**src/rtl/instr_encoder_loader.sv**
```systemverilog
`default_nettype none
// ============================================================================
// Module   : instr_encoder_loader
// Brief    : Packs field-level RV32I descriptions into instruction words and
//            streams them into IMEM from a programmable base address.
//            Optional round-trip immediate check: IMMENC_ROUNDTRIP_CHECK_EN.
// Revision : 1.0 - initial release
// ============================================================================
module instr_encoder_loader #(
    parameter int MAX_WORDS = 2048,
    parameter int ADDR_W    = 32
) (
    input  logic                         i_clk,
    input  logic                         i_rst_n,
    input  logic                         i_start,
    input  logic [ADDR_W-1:0]            i_base_addr,
    input  logic                         i_valid,
    output logic                         o_ready,
    input  logic [2:0]                   i_fmt,
    input  logic [6:0]                   i_opcode,
    input  logic [4:0]                   i_rd,
    input  logic [4:0]                   i_rs1,
    input  logic [4:0]                   i_rs2,
    input  logic [2:0]                   i_funct3,
    input  logic [6:0]                   i_funct7,
    input  logic [31:0]                  i_imm,
    input  logic                         i_last,
    output logic                         o_wr_en,
    output logic [ADDR_W-1:0]            o_wr_addr,
    output logic [31:0]                  o_wr_data,
    output logic                         o_busy,
    output logic                         o_done,
    output logic [$clog2(MAX_WORDS):0]   o_count,
    output logic                         o_enc_err,
    output logic                         o_ovf,
    output logic                         o_rt_err
);
    localparam int               CNT_W  = $clog2(MAX_WORDS) + 1;
    localparam logic [CNT_W-1:0] c_max  = CNT_W'(MAX_WORDS);
    localparam logic [CNT_W-1:0] c_last = CNT_W'(MAX_WORDS - 1);
    localparam logic [31:0]      c_nop  = 32'h0000_0013;

    typedef enum logic [1:0] {
        S_IDLE  = 2'd0,
        S_RUN   = 2'd1,
        S_FLUSH = 2'd2,
        S_DONE  = 2'd3
    } state_t;

    state_t              r_state, w_state_nxt;
    logic [ADDR_W-1:0]   r_base;
    logic [CNT_W-1:0]    r_count;
    logic                r_wr_en;
    logic [ADDR_W-1:0]   r_wr_addr;
    logic [31:0]         r_wr_data;
    logic                r_enc_err;
    logic                r_ovf;

    logic                w_start;
    logic                w_accept;
    logic                w_at_last;
    logic [ADDR_W-1:0]   w_offset;
    logic [31:0]         w_enc_word;
    logic                w_enc_bad;
    logic                w_fit12, w_fit13, w_fit21;

    assign w_start   = (r_state == S_IDLE) && i_start;
    assign o_ready   = (r_state == S_RUN) && (r_count < c_max);
    assign w_accept  = i_valid && o_ready;
    assign w_at_last = (r_count == c_last);
    // The write index equals the number of words already written.
    assign w_offset  = ADDR_W'({r_count, 2'b00});

    // An immediate survives encoding when all bits above the field are sign copies.
    assign w_fit12 = (&i_imm[31:11]) | ~(|i_imm[31:11]);
    assign w_fit13 = (&i_imm[31:12]) | ~(|i_imm[31:12]);
    assign w_fit21 = (&i_imm[31:20]) | ~(|i_imm[31:20]);

    always_comb begin
        w_enc_word = c_nop;
        w_enc_bad  = 1'b0;
        case (i_fmt)
            3'd0: w_enc_word = {i_funct7, i_rs2, i_rs1, i_funct3, i_rd, i_opcode};
            3'd1: begin
                w_enc_word = {i_imm[11:0], i_rs1, i_funct3, i_rd, i_opcode};
                w_enc_bad  = !w_fit12;
            end
            3'd2: begin
                w_enc_word = {i_imm[11:5], i_rs2, i_rs1, i_funct3, i_imm[4:0], i_opcode};
                w_enc_bad  = !w_fit12;
            end
            3'd3: begin
                w_enc_word = {i_imm[12], i_imm[10:5], i_rs2, i_rs1, i_funct3,
                              i_imm[4:1], i_imm[11], i_opcode};
                w_enc_bad  = !w_fit13 || i_imm[0];
            end
            3'd4: begin
                w_enc_word = {i_imm[31:12], i_rd, i_opcode};
                w_enc_bad  = |i_imm[11:0];
            end
            3'd5: begin
                w_enc_word = {i_imm[20], i_imm[10:1], i_imm[11], i_imm[19:12], i_rd, i_opcode};
                w_enc_bad  = !w_fit21 || i_imm[0];
            end
            default: w_enc_bad = 1'b1;
        endcase
    end

    always_comb begin
        w_state_nxt = r_state;
        case (r_state)
            S_IDLE:  if (i_start) w_state_nxt = S_RUN;
            S_RUN:   if (w_accept && (i_last || w_at_last)) w_state_nxt = S_FLUSH;
            S_FLUSH: w_state_nxt = S_DONE;
            S_DONE:  w_state_nxt = S_IDLE;
            default: w_state_nxt = S_IDLE;
        endcase
    end

    always_ff @(posedge i_clk or negedge i_rst_n) begin
        if (!i_rst_n) begin
            r_state <= S_IDLE;
        end else begin
            r_state <= w_state_nxt;
        end
    end

    always_ff @(posedge i_clk or negedge i_rst_n) begin
        if (!i_rst_n) begin
            r_base    <= '0;
            r_count   <= '0;
            r_wr_en   <= 1'b0;
            r_wr_addr <= '0;
            r_wr_data <= '0;
            r_enc_err <= 1'b0;
            r_ovf     <= 1'b0;
        end else begin
            r_wr_en <= w_accept;
            if (w_start) begin
                r_base    <= {i_base_addr[ADDR_W-1:2], 2'b00};
                r_count   <= '0;
                r_enc_err <= 1'b0;
                r_ovf     <= 1'b0;
            end
            if (w_accept) begin
                r_wr_data <= w_enc_word;
                r_wr_addr <= r_base + w_offset;
                r_count   <= r_count + 1'b1;
                if (w_enc_bad) r_enc_err <= 1'b1;
                if (w_at_last && !i_last) r_ovf <= 1'b1;
            end
        end
    end

`ifdef IMMENC_ROUNDTRIP_CHECK_EN
    logic [31:0] r_imm;
    logic        r_chk;
    logic        r_rt_err;
    logic [31:0] w_ext;
    logic        w_rt_mis;

    always_ff @(posedge i_clk or negedge i_rst_n) begin
        if (!i_rst_n) begin
            r_imm    <= '0;
            r_chk    <= 1'b0;
            r_rt_err <= 1'b0;
        end else begin
            if (w_accept) begin
                r_imm <= i_imm;
                r_chk <= (i_fmt >= 3'd1) && (i_fmt <= 3'd5);
            end
            if (w_start) begin
                r_rt_err <= 1'b0;
            end else if (w_rt_mis) begin
                r_rt_err <= 1'b1;
            end
        end
    end

    // Same opcode-driven immediate decode as the core.
    always_comb begin
        w_ext = '0;
        case (r_wr_data[6:0])
            7'h03, 7'h13, 7'h67, 7'h73:
                w_ext = {{20{r_wr_data[31]}}, r_wr_data[31:20]};
            7'h23:
                w_ext = {{20{r_wr_data[31]}}, r_wr_data[31:25], r_wr_data[11:7]};
            7'h63:
                w_ext = {{19{r_wr_data[31]}}, r_wr_data[31], r_wr_data[7],
                         r_wr_data[30:25], r_wr_data[11:8], 1'b0};
            7'h37, 7'h17:
                w_ext = {r_wr_data[31:12], 12'b0};
            7'h6F:
                w_ext = {{11{r_wr_data[31]}}, r_wr_data[31], r_wr_data[19:12],
                         r_wr_data[20], r_wr_data[30:21], 1'b0};
            default: w_ext = '0;
        endcase
    end

    assign w_rt_mis = r_wr_en && r_chk && (w_ext != r_imm);
    assign o_rt_err = r_rt_err | w_rt_mis;
`else
    assign o_rt_err = 1'b0;
`endif

    assign o_wr_en   = r_wr_en;
    assign o_wr_addr = r_wr_addr;
    assign o_wr_data = r_wr_data;
    assign o_busy    = (r_state != S_IDLE);
    assign o_done    = (r_state == S_DONE);
    assign o_count   = r_count;
    assign o_enc_err = r_enc_err;
    assign o_ovf     = r_ovf;

endmodule
`default_nettype wire

```
**config.mk**
```make
export PLATFORM = sky130hd
export DESIGN_NAME = instr_encoder_loader
export DESIGN_NICKNAME = d
export VERILOG_FILES = /design/src/rtl/instr_encoder_loader.sv
export SDC_FILE = /design/constraint.sdc
export NUM_CORES = 1
export LEC_CHECK = 0
export ABC_AREA = 1
export BUFFER_PORTS_ARGS = -buffer_cell sky130_fd_sc_hd__buf_2
export CAP_MARGIN = 30
export CORE_MARGIN = 2
export CORE_UTILIZATION = 45
export CTS_BUF_LIST = sky130_fd_sc_hd__clkbuf_4 sky130_fd_sc_hd__clkbuf_8
export DETAILED_ROUTE_END_ITERATION = 6
export HOLD_SLACK_MARGIN = 0.15
export PLACE_DENSITY = 0.74
export SLEW_MARGIN = 10
export SYNTH_ARGS = -nofsm -noshare
export SYNTH_HDL_FRONTEND = slang
export SYNTH_SLANG_ARGS = --single-unit
export TNS_END_PERCENT = 1
```
**constraint.sdc**
```tcl
create_clock -name i_clk -period 2 [get_ports i_clk]
set_input_delay 0.4 -clock i_clk [delete_from_list [all_inputs] [get_ports i_clk]]
set_output_delay 0.4 -clock i_clk [all_outputs]
set_load 0.01 [all_outputs]
```
==> Yosys cells after proc, flatten, opt, wreduce, memory -nomap -nowiden <==
Cells that the tools add are included.
{ "classes": {"addsub": 2, "order_cmp": 1, "eq_ne": 11, "muxes": 13, "bitwise": 6, "reduce_logical": 25} }
{ "ops": {"columns": ["op", "n"], "rows": [
  ["one-hot mux 32 bit (6 select lines)", 1],
  ["adder 32 x 14 -> 32 bit", 1],
  ["two-way mux 12 bit", 2],
  ["OR reduction 12 bit", 2],
  ["AND reduction 21 bit", 1],
  ["OR reduction 21 bit", 1],
  ["AND reduction 20 bit", 1],
  ["OR reduction 20 bit", 1],
  ["adder 12 x 1 -> 12 bit, second input constant", 1],
  ["== test 12 x 11 -> 1 bit, second input constant", 1],
  ["less-than comparator 12 bit, second input constant", 1],
  ["AND reduction 12 bit", 1],
  ["one-hot mux 2 bit (4 select lines)", 1],
  ["== test 3 x 2 -> 1 bit, second input constant", 2],
  ["== test 3 bit, second input constant", 2],
  ["two-way mux 1 bit", 6],
  ["logical AND 1 bit", 5],
  ["one-hot mux 1 bit (5 select lines)", 1],
  ["== test 2 bit, second input constant", 2],
  ["zero test 1 bit", 4],
  ["two-way mux 2 bit", 2],
  ["nonzero test 2 bit", 2],
  ["== test 3 x 1 -> 1 bit, second input constant", 1],
  ["zero test 3 bit", 1],
  ["other kinds (9)", 15]
]} }
{ "totals": {"regBits": 111, "inputBits": 104} }

==> Depth between registers and ports, before layout <==
Gate-level depths: netlist of run 1.
{ "depth": {"word_depth": 8, "ltp_mapped": 13} }

==> Worst setup path before layout of run 1 <==
Ideal clock, no wire load.
{ "synth_timing": {"path_kind": "reg-to-reg", "start": "reg r_count[0], in the netlist o_count[0]", "end": "reg r_wr_addr[30], in the netlist o_wr_addr[30]", "setup_time_ns": 0.117, "arrival_time_ns": 1.868, "required_ns": 1.883, "slack_ns": 0.016, "path_stages_with_launch": 13, "path_buffers": 0, "path_cell_list": "dfrtp_1 -> ha_1 -> fa_1 -> nand3_1 -> nand3_1 -> nand2_1 -> nand2_1 -> nand2_1 -> nand2_1 -> nand3b_1 -> nand2_1 -> nand2_1 -> nand2_1"} }
{ "synth_between": {"elab_chain_cells": 3} }
{ "synth_rtl": {"columns": ["element", "line", "text"], "rows": [
  ["from (decl)", "52", "logic [CNT_W-1:0] r_count;"],
  ["from (signal assigned)", "148", "r_count <= r_count + 1'b1;"],
  ["branches (longest 3 deep; another with adder 32 x 14 -> 32 bit)", null, null],
  ["to (signal assigned)", "147", "r_wr_addr <= r_base + w_offset;"],
  ["to (decl)", "54", "logic [ADDR_W-1:0] r_wr_addr;"]
]} }
Several ways; the timed one is not identified.
A chain may end at the register's enable or synchronous reset.

==> Final worst setup path of run 1 <==
{ "layout_timing": {"start": "reg r_base[2]", "end": "reg r_wr_addr[12], in the netlist o_wr_addr[12]"} }
{ "layout_between": {"elab_chain_cells": 1} }
{ "layout_rtl": {"columns": ["element", "line", "text"], "rows": [
  ["from (decl)", "51", "logic [ADDR_W-1:0] r_base;"],
  ["from (signal assigned)", "140", "r_base <= {i_base_addr[ADDR_W-1:2], 2'b00};"],
  ["adder 32 x 14 -> 32 bit", "147", null]
]} }
Every way passes these cells.

==> impl_results.md, run 1 <==
* Post-DP HPWL at 14,600 um
* Fin crit share at 94.8%
* Most frequent cell after synthesis: nand2_1
* Final Net Count at 1,246
* Placed Instance Area at 7720 um^2
* Setup CP Type: reg -> reg
* Worst skew pair latency at 0.39 ns
* CP endpoint kind: flip-flop
* GRT overflow at 0
* Top Ports at 187
* RSZ-0062 raised after global routing: yes
* Largest family of logic cells by synthesized area: simple AND/OR/NAND/NOR gates
* Final Util at 59.0%
* IR Drop Worst-Case VDD at 988 uV
* Fraction of synthesized cell area in xor and xnor cells at 1.09%
* Cell Pwr Density at 1160 nW/um^2
* Share of cells above drive strength 1 at 26.4%
* Leakage at 4.49 nW
* Worst EP arrival at 2.18 ns
* Post-synth top flop: dfrtp_1
* Final wirelength at 19,300 um
* Die H at 123 um
* Max-slew violations at 0
* Simple-Gate Fraction of Synth Area at 37.3%
* Adder-Cell Fraction of Synth Area at 3.83%
* First-pass GRT wire length at 30,300 um
* Synthesized area per cell at 7.01 um^2
* Total power at 0.00953 W
* Num CTS Buffers at 9
* Pin count of the biggest net entering global routing at 58
* Syn-to-layout area delta at 27.8%
* Max clock buf depth at 2
* DRC violations left at 3
* Synthesis-stage register bit count at 109
* Clock skew at 0.0122 ns
* Largest cells by area after synthesis: dfrtp_1, nand2_1, nand3_1
* Multiplexer share of the synthesized area at 0.156%
* Post-synth EDFFs at 0
* Synth unique cells at 39
* Ant diodes at 0
* Top post-synthesis cells by count: nand2_1, dfrtp_1, nor2_1
* Register area share after synthesis at 42.5%
* Initial antenna violation count at 0
* Hold crit path type: in -> reg
* Fmax at 527 MHz
* Status: finished, violations left
* Area share of the largest cell type after synthesis at 42.5%
* Crit Path Max Fanout at 4
* DIE AREA at 15,200 um^2
* Final hold vios at 0
* Clk slew on worst S/H paths at 0.11 ns
* Initial Util at 46.2%
* Num rows at 43
* Cell count after synthesis at 915
* Worst path most repeated cell: nand3_1
* Hold_sp: i_last
* Drt wl/cell at 14.7 um
* Post-Syn Area at 6410 um^2
* Launch point of the worst reg-to-reg path: r_base[2]
* Number of global-route vias before repair at 6,141
* CP Launch Type: flip-flop
* All-Layer GR Usage at 25.6%
* Port Buffer Count at 181
* Setup crit start: r_base[2]
* Core Area at 13,900 um^2
* CTS tree: yes
* Failing checks: design-rule violations
* Die Wd at 123 um
* Pre-Repair DR Iteration Count at 7
* CP Cell Sequence: ha_2, fa_2, buf_4, nand3_1, nand3_2, or2_2, nand3_1, nand2_1
* Detail Route Antenna Nets at 0
* Post-route cell area at 8190 um^2
* CP max stage delay at 0.41 ns
* Vias/cell at 5.09
* Worst path top cell family by delay: simple AND/OR/NAND/NOR gates
* Synth Warn # at 0
* Via count at 6,655
* CP bufs+invs at 1
* Largest area contributor in the netlist: dfrtp_1
* DR iter-0 viols at 516
* Final Setup Violations at 0
* Final Critical Period at 1.90 ns
* Critical path required time at 2.28 ns
* CTS sink count at 109
* H-tree depth at 3
* Synth Area in Compound Gates at 8.14%
* Final GP Congestion at 0.945
* Root Buffer: clkbuf_8
* Max cap viols at 0
* Critical Path Slowest Stage Cell: dfrtp_1
* Hold_ws at 0.188 ns
* Async SR Flop Fraction at 100%
==> worst register-to-register path: stages (launching register included) <==
cell and delay [ns]:
dfrtp_1 0.41, ha_2 0.21, fa_2 0.35, buf_4 0.15, nand3_1 0.09, nand3_2 0.14
or2_2 0.30, nand3_1 0.08, nand2_1 0.06
==> layout by cell type, fill, tap and decap left out, types with 4 or more instances in the layout <==
cell | Yosys | layout
a21oi_1 | 20 | 17
a22o_1 | 4 | 4
a2bb2oi_1 | 4 | 4
buf_12 | 0 | 5
buf_2 | 7 | 180
buf_4 | 3 | 34
clkbuf_8 | 1 | 9
dfrtp_1 | 109 | 109
ha_1 | 18 | 13
ha_2 | 0 | 5
inv_1 | 77 | 75
inv_2 | 5 | 5
nand2_1 | 381 | 371
nand2_2 | 6 | 14
nand3_1 | 70 | 65
nand3_2 | 0 | 5
nand4_1 | 8 | 8
nor2_1 | 83 | 81
nor2_2 | 7 | 7
nor3_1 | 8 | 8
o21ai_0 | 41 | 40
o31ai_1 | 9 | 5
or2_2 | 5 | 5
xnor2_1 | 8 | 8
==> metal layers <==
metal / routed length, um / GRT usage [%] / vias to the layer above
li1: - / - / 3305
met1: 8920 / 36.7 / 3094
met2: 8750 / 40.0 / 223
met3: 1150 / 3.18 / 33
met4: 431 / 8.74 / 0
met5: 0 / 0 / -
==> stage by stage <==
step                setup WS, ns  setup TNS [ns]  instances
floorplan                 0.0159               0        917
global placement        -0.00470        -0.00470       1283
detailed placement       -0.0767          -0.244       1283
CTS                       0.0153               0       1300
global route             -0.0340         -0.0705       1308
finish                     0.103               0       1308
==> cell families (layout without fill, tap and decap cells) <==
| group | after synthesis | in the layout |
|---|---|---|
| flip-flops | 109 | 109 |
| buffers and inverters | 109 | 320 |
| AND/OR/NAND/NOR | 579 | 579 |
| other | 1 | 3 |
| AO/OA/AOI/OAI | 89 | 89 |
| multiplexers | 1 | 1 |
| XOR/XNOR | 8 | 8 |
| adder cells (fa/ha/maj) | 19 | 19 |
==> timing repair <==
| action | 4_1_cts | 5_1_grt |
|---|---|---|
| gates resized for setup | 3 | 41 |
| endpoints found under the hold margin | 109 | 0 |
| pin swaps | 0 | 4 |
| hold buffers | 1 | 0 |
| gates cloned | 0 | 1 |
| setup buffers | 0 | 7 |
| setup endpoints to repair | 6 | 30 |
==> final cells by class <==
type	instances	area [um^2]
clock buffers	11	139
clock inverters	5	106
fillers	1322	5690
inverters	83	318
multi-input cells	699	3400
flip-flops and latches	109	2730
well taps	180	225
repair buffers	220	1270
repair inverters	1	7.51
==> worst paths after layout <==
kind	end	slack (ns)	depth (start not counted)
max reg2reg	o_wr_addr[12]	0.10	8
min in group asynchronous	o_ovf	0.53	3
max in group asynchronous	r_base[27]	1.17	3
min reg2reg	o_wr_addr[27]	0.48	2
max	o_wr_addr[12]	0.10	8
min	o_ovf	0.19	2
==> registers in the layout (all words and copies together) (netlist names) <==
register   cells
o_count       12
o_wr_addr     30
o_ovf          1
o_enc_err      1
o_wr_data     32
o_wr_en        1
r_state        2
r_base        30
==> power by group <==
group          leakage [nW]  total (W)  switching, W  internal, W
Combinational          2.99    0.00414       0.00247      0.00167
Clock                 0.121    0.00165      0.000787     0.000866
Sequential             1.38    0.00374      0.000651      0.00309
Total                  4.49    0.00953       0.00391      0.00562
(Power assumes the default switching activity.)
==> inputs of run 2 (changes only) <==
--- a/config.mk
+++ b/config.mk
@@ -13,8 +13,7 @@
 export CTS_BUF_LIST = sky130_fd_sc_hd__clkbuf_4 sky130_fd_sc_hd__clkbuf_8
 export DETAILED_ROUTE_END_ITERATION = 6
 export HOLD_SLACK_MARGIN = 0.15
-export PLACE_DENSITY = 0.74
-export SLEW_MARGIN = 10
+export PLACE_DENSITY = 0.75
 export SYNTH_ARGS = -nofsm -noshare
 export SYNTH_HDL_FRONTEND = slang
 export SYNTH_SLANG_ARGS = --single-unit
==> run 2 against run 1 <==
- the run now ends clean
- global-route usage fell by 0.94 points
- register-to-register slack got worse by 0.02 ns
- clock skew rose by 0.0018 ns
- power is 6.4% lower
- routed wire length fell by 4.9%
- core utilization fell by 1.6 points
- non-clock buffer count shrank 6
- via count decreased by 1.9%
- combinational power down 5.6%
- largest power group unchanged
==> impl_results.md, run 2 (synthesized netlist as in run 1, its figures left out) <==
* Die Wd at 123 um (unchanged)
* RSZ-0062 raised after global routing: yes
* Via count at 6,529 (-1.9%)
* Setup CP Type: reg -> reg
* CP Cell Sequence: ha_1, nand2_1, inv_1, a21oi_2, nand3_1, or2_2, nand3_1, nand2_1
* DR iter-0 viols at 454 (-12%)
* Final GP Congestion at 0.962 (+1.7%)
* Launch point of the worst reg-to-reg path: o_count[8]
* Crit Path Max Fanout at 4 (unchanged)
* Worst skew pair latency at 0.39 ns (about the same)
* Root Buffer: clkbuf_8
* Final Critical Period at 1.91 ns (+0.0174 ns)
* All-Layer GR Usage at 24.7% (-0.94 points)
* Final Util at 57.4% (-1.6 points)
* DRC violations left at 0 (-3)
* Num rows at 43 (unchanged)
* Cell Pwr Density at 1120 nW/um^2 (-3.8%)
* GRT overflow at 0 (unchanged)
* Clk slew on worst S/H paths at 0.10 ns (about the same)
* Die H at 123 um (unchanged)
* Port Buffer Count at 181 (unchanged)
* Core Area at 13,900 um^2 (unchanged)
* Most common cell after layout, fill and taps aside: nand2_1
* H-tree depth at 3 (unchanged)
* Filler instances at 1,394 (+5.4%)
* R2R Path End: o_wr_addr[12]
* Fin crit share at 95.7% (+0.87 points)
* Reg2Reg Setup Slack at 0.09 ns (-0.02 ns)
* Max cap viols at 0 (unchanged)
* First-pass GRT wire length at 29,100 um (-3.9%)
* Leakage at 4.41 nW (-1.8%)
* Final Setup Violations at 0 (unchanged)
* Commonest non-fill, non-tap cells in the layout: nand2_1, buf_2, dfrtp_1, nor2_1, inv_1
* Hold crit path type: in -> reg
* Vias/cell at 5.02 (-1.4%)
* Ant diodes at 0 (unchanged)
* CP Launch Type: flip-flop
* CP max stage delay at 0.41 ns (about the same)
* Fmax at 522 MHz (-0.91%)
* Number of global-route vias before repair at 5,899 (-3.9%)
* CTS sink count at 109 (unchanged)
* Max FFs per register at 32 (unchanged)
* Detail Route Antenna Nets at 0 (unchanged)
* Share of cells above drive strength 1 at 24.2% (-2.2 points)
* Clock skew at 0.0140 ns (+0.00184 ns)
* Critical Path Sink: o_wr_addr[12]
* Final hold vios at 0 (unchanged)
* Final wirelength at 18,300 um (-4.9%)
* Post-DP HPWL at 14,400 um (-1.5%)
* Pre-Repair DR Iteration Count at 5 (-2)
* Total power at 0.00892 W (-6.4%)
* Critical Path Slowest Stage Cell: dfrtp_1
* CTS tree: yes
* Final Net Count at 1,239 (-0.56%)
* Setup crit start: o_count[8]
* Worst-case reg-to-reg path depth at 8 (unchanged)
* Top Ports at 187 (unchanged)
* Initial antenna violation count at 0 (unchanged)
* DIE AREA at 15,200 um^2 (unchanged)
* Pin count of the biggest net entering global routing at 63 (+8.6%)
* Hold_ws at 0.195 ns (+0.00703 ns)
* Drt wl/cell at 14.1 um (-4.4%)
* Syn-to-layout area delta at 24.3%
* Critical path required time at 2.28 ns (about the same)
* CP endpoint kind: flip-flop
* Num CTS Buffers at 9 (unchanged)
* IR Drop Worst-Case VDD at 997 uV (+0.90%)
* Max-slew violations at 0 (unchanged)
* Status: completed
* Final critical-path setup slack at 0.0857 ns (-0.0174 ns)
* Worst EP arrival at 2.19 ns (about the same)
* Initial Util at 46.2% (unchanged)
* DP Worst Slack at -0.0158 ns (+0.0608 ns)
* Max clock buf depth at 2 (unchanged)
run 2: cell count changes in the layout (fill, tap and decap cells not counted), sizes merged:
cell,delta
clkbuf,-1
clkinvlp,-2
inv,+1
bufinv,-3
buf,-6
clkinv,+4
run 2: critical path: cells and delay by family, from the launching register on:
family / cells / cell delay [ns]
AO/OA/AOI/OAI: 1 / 0.18
adder cells (fa/ha/maj): 1 / 0.39
buffers and inverters: 1 / 0.08
flip-flops: 1 / 0.41
AND/OR/NAND/NOR: 5 / 0.76
run 2: worst min-delay path by stage:
| stage | startpoint | to | cells past startpoint |
|---|---|---|---|
| after floorplan | i_rst_n | o_count[0] | 0 |
| after global placement | i_rst_n | o_wr_data[5] | 2 |
| after detailed placement | i_rst_n | o_wr_data[2] | 2 |
| after CTS | i_last | o_ovf | 2 |
| after global routing | i_last | o_ovf | 2 |
| final | i_last | o_ovf | 2 |
run 2: timing repair:
| item | CTS | global route |
|---|---|---|
| hold buffers | 1 | 0 |
| gates resized for setup | 1 | 17 |
| setup buffers | 0 | 1 |
| endpoints found under the hold margin | 109 | 0 |
| endpoints found under the setup margin | 2 | 37 |
| gates cloned | 0 | 0 |
run 2: through the flow:
stage               cells  setup TNS, ns  area, um^2
floorplan             917              0        6420
finish               1301              0        7970
global placement     1283              0        7710
global route         1301         -0.161        7970
CTS                  1300              0        7900
detailed placement   1283        -0.0245        7710
run 2: metal layers:
metal	GRT usage, %	vias up	part of all wire (%)
met4	8.38	0	2.0
met1	36.2	2984	48
met2	37.7	222	44
met5	0	-	0
li1	-	3299	-
met3	2.95	24	5.7
run 2: power breakdown:
| group | internal, W | switching (W) |
|---|---|---|
| clock | 0.000477 | 0.000790 |
| sequential | 0.00309 | 0.000651 |
| combinational | 0.00156 | 0.00235 |
| total | 0.00512 | 0.00380 |
run 2: cell type report:
class | count | area, um^2 | share of cell area, %
clock buffer | 10 | 131 | 1.65
sequential | 109 | 2730 | 34.2
timing repair buffer | 214 | 1210 | 15.2
multi-input combinational | 699 | 3320 | 41.6
inverter | 83 | 312 | 3.91
clock inverter | 6 | 47.5 | 0.597
tap | 180 | 225 | 2.83
